**config.mk**
```make
export PLATFORM = sky130hd
export DESIGN_NAME = edge_pulse_meter
export DESIGN_NICKNAME = d
export VERILOG_FILES = /design/src/rtl/edge_pulse_meter_pkg.sv /design/src/rtl/edge_pulse_meter_sat_counter.sv /design/src/rtl/edge_pulse_meter.sv
export SDC_FILE = /design/constraint.sdc
export NUM_CORES = 1
export LEC_CHECK = 0
export BUFFER_PORTS_ARGS = -buffer_cell sky130_fd_sc_hd__buf_2
export CAP_MARGIN = 30
export CORE_ASPECT_RATIO = 1.2
export CORE_UTILIZATION = 55
export DETAILED_ROUTE_END_ITERATION = 10
export PLACE_DENSITY_LB_ADDON = 0.05
export SKIP_CTS_REPAIR_TIMING = 1
export SLEW_MARGIN = 10
export SYNTH_ARGS = -nofsm -noshare
export SYNTH_HDL_FRONTEND = slang
export SYNTH_SLANG_ARGS = --single-unit
```
**constraint.sdc**
```tcl
create_clock -name clk -period 4.1 [get_ports clk]
set_clock_uncertainty 0.15 [all_clocks]
set_input_delay 0.205 -clock clk [delete_from_list [all_inputs] [get_ports clk]]
set_output_delay 0.205 -clock clk [all_outputs]
set_load 0.02 [all_outputs]
```
**src/rtl/edge_pulse_meter_pkg.sv**
```systemverilog
// Shared types and default sizes for the edge pulse meter.
package edge_pulse_meter_pkg;

    typedef enum logic {
        IDLE    = 1'b0,
        MEASURE = 1'b1
    } meter_state_t;

    localparam int WIDTH_W_DEF = 8;
    localparam int CNT_W_DEF   = 16;

endpackage

```
**src/rtl/edge_pulse_meter_sat_counter.sv**
```systemverilog
// Saturating up-counter: load 1, increment-and-hold at all-ones, or hold.
module sat_counter #(
    parameter int W = 8
) (
    input  logic         clk,
    input  logic         reset,
    input  logic         load_one,
    input  logic         inc,
    output logic [W-1:0] cnt,
    output logic         sat
);

    assign sat = (cnt == {W{1'b1}});

    always_ff @(posedge clk) begin
        if (reset) begin
            cnt <= '0;
        end else if (load_one) begin
            cnt <= W'(1);
        end else if (inc && !sat) begin
            cnt <= cnt + 1'b1;
        end
    end

endmodule

```
**src/rtl/edge_pulse_meter.sv**
```systemverilog
// Measures the high time of a signal from its rising/falling edge pulses and
// presents each width on a valid/ready port. Optional ovf_o: EDGE_PULSE_METER_OVF_EN.
//
//   state   | meaning
//   IDLE    | waiting for a rising edge
//   MEASURE | signal high, cnt counting cycles since the rising edge
module edge_pulse_meter
    import edge_pulse_meter_pkg::*;
#(
    parameter int WIDTH_W = WIDTH_W_DEF,
    parameter int CNT_W   = CNT_W_DEF
) (
    input  logic               clk,
    input  logic               reset,
    input  logic               rising_edge_i,
    input  logic               falling_edge_i,
    input  logic               width_ready_i,
    output logic [WIDTH_W-1:0] width_o,
    output logic               width_valid_o,
    output logic [CNT_W-1:0]   pulse_count_o,
    output logic               drop_o
`ifdef EDGE_PULSE_METER_OVF_EN
    ,
    output logic               ovf_o
`endif
);

    meter_state_t       state;
    logic [WIDTH_W-1:0] cnt;
    logic               cnt_sat;
    logic               rise_only;
    logic               fall_only;
    logic               no_edge;
    logic               complete;
    logic               accept;

    // Both edges in one cycle is a protocol violation and falls through every case.
    assign rise_only = rising_edge_i & ~falling_edge_i;
    assign fall_only = falling_edge_i & ~rising_edge_i;
    assign no_edge   = ~rising_edge_i & ~falling_edge_i;
    assign complete  = (state == MEASURE) & fall_only;
    assign accept    = width_valid_o & width_ready_i;

    sat_counter #(.W(WIDTH_W)) u_cnt (
        .clk      (clk),
        .reset    (reset),
        .load_one (rise_only),
        .inc      ((state == MEASURE) & no_edge & ~cnt_sat),
        .cnt      (cnt),
        .sat      (cnt_sat)
    );

    always_ff @(posedge clk) begin
        if (reset) begin
            state         <= IDLE;
            width_o       <= '0;
            width_valid_o <= 1'b0;
            pulse_count_o <= '0;
            drop_o        <= 1'b0;
`ifdef EDGE_PULSE_METER_OVF_EN
            ovf_o         <= 1'b0;
`endif
        end else begin
            case (state)
                IDLE:    if (rise_only) state <= MEASURE;
                MEASURE: if (fall_only) state <= IDLE;
                default: state <= IDLE;
            endcase

            if (complete) begin
                pulse_count_o <= pulse_count_o + 1'b1;
                // A result being accepted this cycle frees the register for the new one.
                if (!width_valid_o || accept) begin
                    width_o       <= cnt;
                    width_valid_o <= 1'b1;
`ifdef EDGE_PULSE_METER_OVF_EN
                    ovf_o         <= cnt_sat;
`endif
                end else begin
                    drop_o <= 1'b1;
                end
            end else if (accept) begin
                width_valid_o <= 1'b0;
            end
        end
    end

endmodule

```
Yosys cells after proc, flatten, opt, wreduce, memory -nomap -nowiden
Index checks and enable logic that the tools add are counted.
{"block": "word_totals", "register_bits": 35, "elab_cells": 41, "output_inout_bits": 26, "input_bits": 5}
{"block": "classes", "n_bitwise": 12, "n_addsub": 2, "n_reduce_logical": 10, "eq_ne": 2, "muxes": 8}
{"cell": "16-bit by 1-bit adder with 16-bit output, second input constant", "count": 1}
{"cell": "8-bit by 1-bit adder with 8-bit output, second input constant", "count": 1}
{"cell": "8-bit equality test, second input constant", "count": 1}
{"cell": "1-bit AND", "count": 7}
{"cell": "1-bit 2-to-1 mux", "count": 7}
{"cell": "2-bit AND reduction", "count": 3}
{"cell": "1-bit inverter", "count": 5}
{"cell": "2-bit nonzero test", "count": 2}
{"cell": "1-bit logical NOT", "count": 2}
{"cell": "2-bit by 1-bit != test with 1-bit output, second input constant", "count": 1}
{"cell": "1-bit one-hot mux with 2 select lines", "count": 1}
{"cell": "2-bit OR reduction", "count": 1}
{"cell": "1-bit logical AND", "count": 1}
{"cell": "1-bit logical OR", "count": 1}

Depth between registers and ports, before layout
{"block": "logic_depth", "ltp_word": 7, "depth_mapped": 5, "depth_no_buf": 5}

By module
A second synthesis with hierarchy kept.
{"block": "hier_totals", "cells_unflattened": 173, "area_unflattened_um2": 1564.0}
{"module": "edge_pulse_meter", "seq_area_each_um2": 540.5, "cells_each": 123, "n_inst": 1, "area_per_inst_um2": 1157.4}
{"module": "sat_counter", "seq_area_each_um2": 160.2, "cells_each": 50, "n_inst": 1, "area_per_inst_um2": 406.6}

Worst setup path after synthesis
Ideal clock, no wire load.
{"block": "synth_timing", "path_kind": "register to register", "from": "register pulse_count_o[0]", "to": "register pulse_count_o[14]", "setup_time_ns": 0.070, "path_buffers": 0, "required_ns": 3.880, "stages_incl_launch_ff": 6, "t_arrival_ns": 1.715, "path_slack_ns": 2.164, "period_less_slack_ns": 1.936, "path_cell_list": "dfxtp_1 ha_1 nand3_1 or2_1 or4_1 a21oi_1"}
{"block": "synth_between", "elab_chain_cells": 1}
{"element": "start, declared", "line_no": "edge_pulse_meter.sv:20", "source": "output logic [CNT_W-1:0] pulse_count_o,"}
{"element": "start signal, assigned", "line_no": "edge_pulse_meter.sv:71", "source": "pulse_count_o <= pulse_count_o + 1'b1;"}
{"element": "16-bit by 1-bit adder with 16-bit output", "line_no": "edge_pulse_meter.sv:71"}
Every way passes these cells.
A chain may end at the register's enable or synchronous reset.

Final worst setup path
Ends and elaborated chain as after synthesis.

==> impl_metrics.csv <==
group,metric,value,unit
critical_path,worstPathArrival,2.06,ns
floorplan,die_area,0.00293,sq mm
critical_path,r2r-start,"pulse_count_o[0]",
critical_path,cp-endpoint,"pulse_count_o[14]",
place,place_congestion,0.814,
global_routing,grt_max_degree,31,
global_routing,grt_pass1_vias,1216,
global_routing,antenna_found_initial,0,
timing,max_slew_margin,65.1,%
detailed_routing,wl_per_cell,13.2,um
critical_path,required,4.23,ns
global_routing,grt_util_met1,23.0,%
detailed_routing,via_count,1292,
floorplan,core_area,0.00255,sq mm
synthesis,synth_seq_area_share,46.8,%
floorplan,start_util,58.6,%
timing,finalSetupViolCount,0,
clocking,clock_path_buffers,2,
global_routing,grt.busiest_layer,"met2",
floorplan,fp.dieH,59.1,um
synthesis,synth_commonest_cells,"dfxtp_1 (35), nor2_1 (25), a21oi_1 (11)",
detailed_routing,avgViaCountPerCell,5.62,
cells_and_area,n_fill_cell,227,
critical_path,path_cells,"ha_1, nand3_1, or2_1, or4_1, a21oi_1",
flow_run,cap_viol_max_count,0,
timing,finalSetupTns,0,ns
detailed_routing,finalWirelength,3040,um
place,dp_hpwl,2160,um
detailed_routing,first_pass_iters,4,
floorplan,dieWidth,49.6,um
clocking,clk_latency,0.34,ns
critical_path,r2r.worst_path.cells,5,
critical_path,cp_max_fo,5,
global_routing,groute.usage.overall,23.2,%
critical_path,crit_path_end_kind,"flop",
critical_path,cp-startpoint,"pulse_count_o[0]",
global_routing,use_met2,42.9,%
clocking,numCtsBuffers,5,
synthesis,synth.most_common_cell,"dfxtp_1",
timing,hold_viol,0,
synthesis,yosys_register_bits,35,
detailed_routing,ant_nets,0,
critical_path,cpPeakStageDelay,0.51,ns
place,numPortBuffers,30,
power,p_per_area,357,mW/mm^2
clocking,cts_tree,"built",
synthesis,synth_edf_count,0,
synthesis,synth_nets,170,
timing,tightest_slew,0.523,ns
synthesis,synthesis.area,0.00150,sq mm
cells_and_area,stdcell_count,230,
cells_and_area,drive_above_1_share,21.3,%
clocking,root_buffer,"clkbuf_4",
critical_path,timing.rr.end,"pulse_count_o[14]",
critical_path,critPathKind,"reg -> reg",
critical_path,worstSetupStartpointType,"flop",
cells_and_area,final_area,0.00176,sq mm
synthesis,avgSynthCellArea,9.18,sq um
global_routing,met3_usage,5.90,%
synthesis,synth_top_cell_area_share,46.8,%
synthesis,syn_inst,163,
synthesis,ys_top_cells_by_area,"dfxtp_1 (47%), nor2_1 (6.3%), mux2i_1 (6.0%)",
cells_and_area,areaGrowthSynthToFinish,17.3,%
critical_path,cpMaxStageDelayCell,"or4_1",
power,finalPower,0.627,mW
place,dp_cells,222,
hold_path,hold_depth,4,
clocking,cts_sinks,35,
timing,fmax,518,MHz
clocking,cts.clk_slew.worst_paths,0.11,ns
floorplan,io-pin-count,31,
clocking,cts.htree.levels,2,
timing,grt_setup_unrepaired,"no",
synthesis,async_flop_share,0,%
synthesis,synth_ff_type,"dfxtp_1",
global_routing,grt_pass1_wl,5100,um
synthesis,yosysTopAreaCell,"dfxtp_1",
power,leakagePower,0.719,nW
hold_path,hold_path.class,"in -> reg",
synthesis,ys_types,33,
status,status,"finished, final reports clean",
global_routing,grt_overflow,0,
timing,post-route-min-period,1.93,ns
cells_and_area,antennaDiodeCount,0,
timing,drv_slew,0,
power,max-vdd-ir-drop,303,uV
timing,period_share,47.1,%
timing,hold_ws,0.0172,ns
place,placed_area,0.00167,sq mm
detailed_routing,drc_errors,0,
floorplan,fp-row-count,20,
synthesis,yosysWarnings,0,
cells_and_area,fin_nets,203,
detailed_routing,drt_iter0_markers,12,
critical_path,rrSetupSlack,2.17,ns
worst min path at each step:
| stage | endpoint | slack [ns] | from |
|---|---|---|---|
| final | width_valid_o | 0.02 | width_ready_i |
| after global routing | width_valid_o | 0.02 | width_ready_i |
| after CTS | width_valid_o | 0.0005 | width_ready_i |
| after detailed placement | drop_o | 0.32 | drop_o |
| after global placement | drop_o | 0.30 | drop_o |
| after floorplan | state | 0.21 | rising_edge_i |
cells by family after synthesis:
| group | synth area share, % |
|---|---|
| adders and majority gates | 1.67 |
| muxes | 6.02 |
| and+or+nand+nor | 26.7 |
| xor gates and xnor gates | 8.19 |
| buffers and inverters | 1.76 |
| DFF | 46.8 |
| AOI/OAI and AO/OA | 8.86 |
layer usage:
layer	part of all wire, %	vias to the layer above
li1	-	647
met5	0	-
met1	41	606
met2	54	30
met4	2.1	0
met3	3.5	9
cells in the final DEF, fill, tap and decap left out, types with 2 or more instances in the layout:
master,n
a21oi_1,11
and3_1,3
and4_1,2
buf_2,30
clkbuf_4,5
dfxtp_1,35
ha_1,2
inv_1,2
mux2i_1,9
nand2_1,9
nand2b_1,2
nand3_1,6
nand4_1,8
nor2_1,25
nor3_1,3
nor4_1,2
o211ai_1,3
o21ai_0,4
o31ai_1,3
or3_1,3
or4_1,4
xnor2_1,5
xor2_1,9
area by class of cell:
type / instances / area (sq um) / share of cell area (%)
flip-flops and latches: 35 / 701 / 39.9
inverters: 2 / 7.51 / 0.428
multi-input cells: 122 / 769 / 43.8
clock inverters: 2 / 35.0 / 2.00
clock buffers: 6 / 51.3 / 2.92
well taps: 33 / 41.3 / 2.35
repair buffers: 30 / 150 / 8.55
state kept, by name, indices dropped and copies added (netlist names):
signal,count
drop_o,1
pulse_count_o,16
state,1
u_cnt.cnt,8
width_o,8
width_valid_o,1
power breakdown:
group | switching (mW) | internal [mW] | leakage, nW
registers | 0.00290 | 0.342 | 0.282
clock network | 0.117 | 0.144 | 0.0482
logic | 0.0141 | 0.00721 | 0.388
total | 0.134 | 0.493 | 0.719
metrics by stage:
stage / util (%) / setup slack [ns]
6_report: 68.8 / 2.17
5_1_grt: 68.8 / 2.05
4_1_cts: 68.8 / 2.17
3_5_place_dp: 65.4 / 2.21
3_3_place_gp: 65.4 / 2.27
2_1_floorplan: - / 2.16
critical path, delay by kind of cell, from the launching register on:
family                     cells  cell delay (ns)
DFF                            1             0.42
adders and majority gates      1             0.20
AOI/OAI and AO/OA              1             0.15
and+or+nand+nor                3             0.96
(Power assumes the default switching activity.)
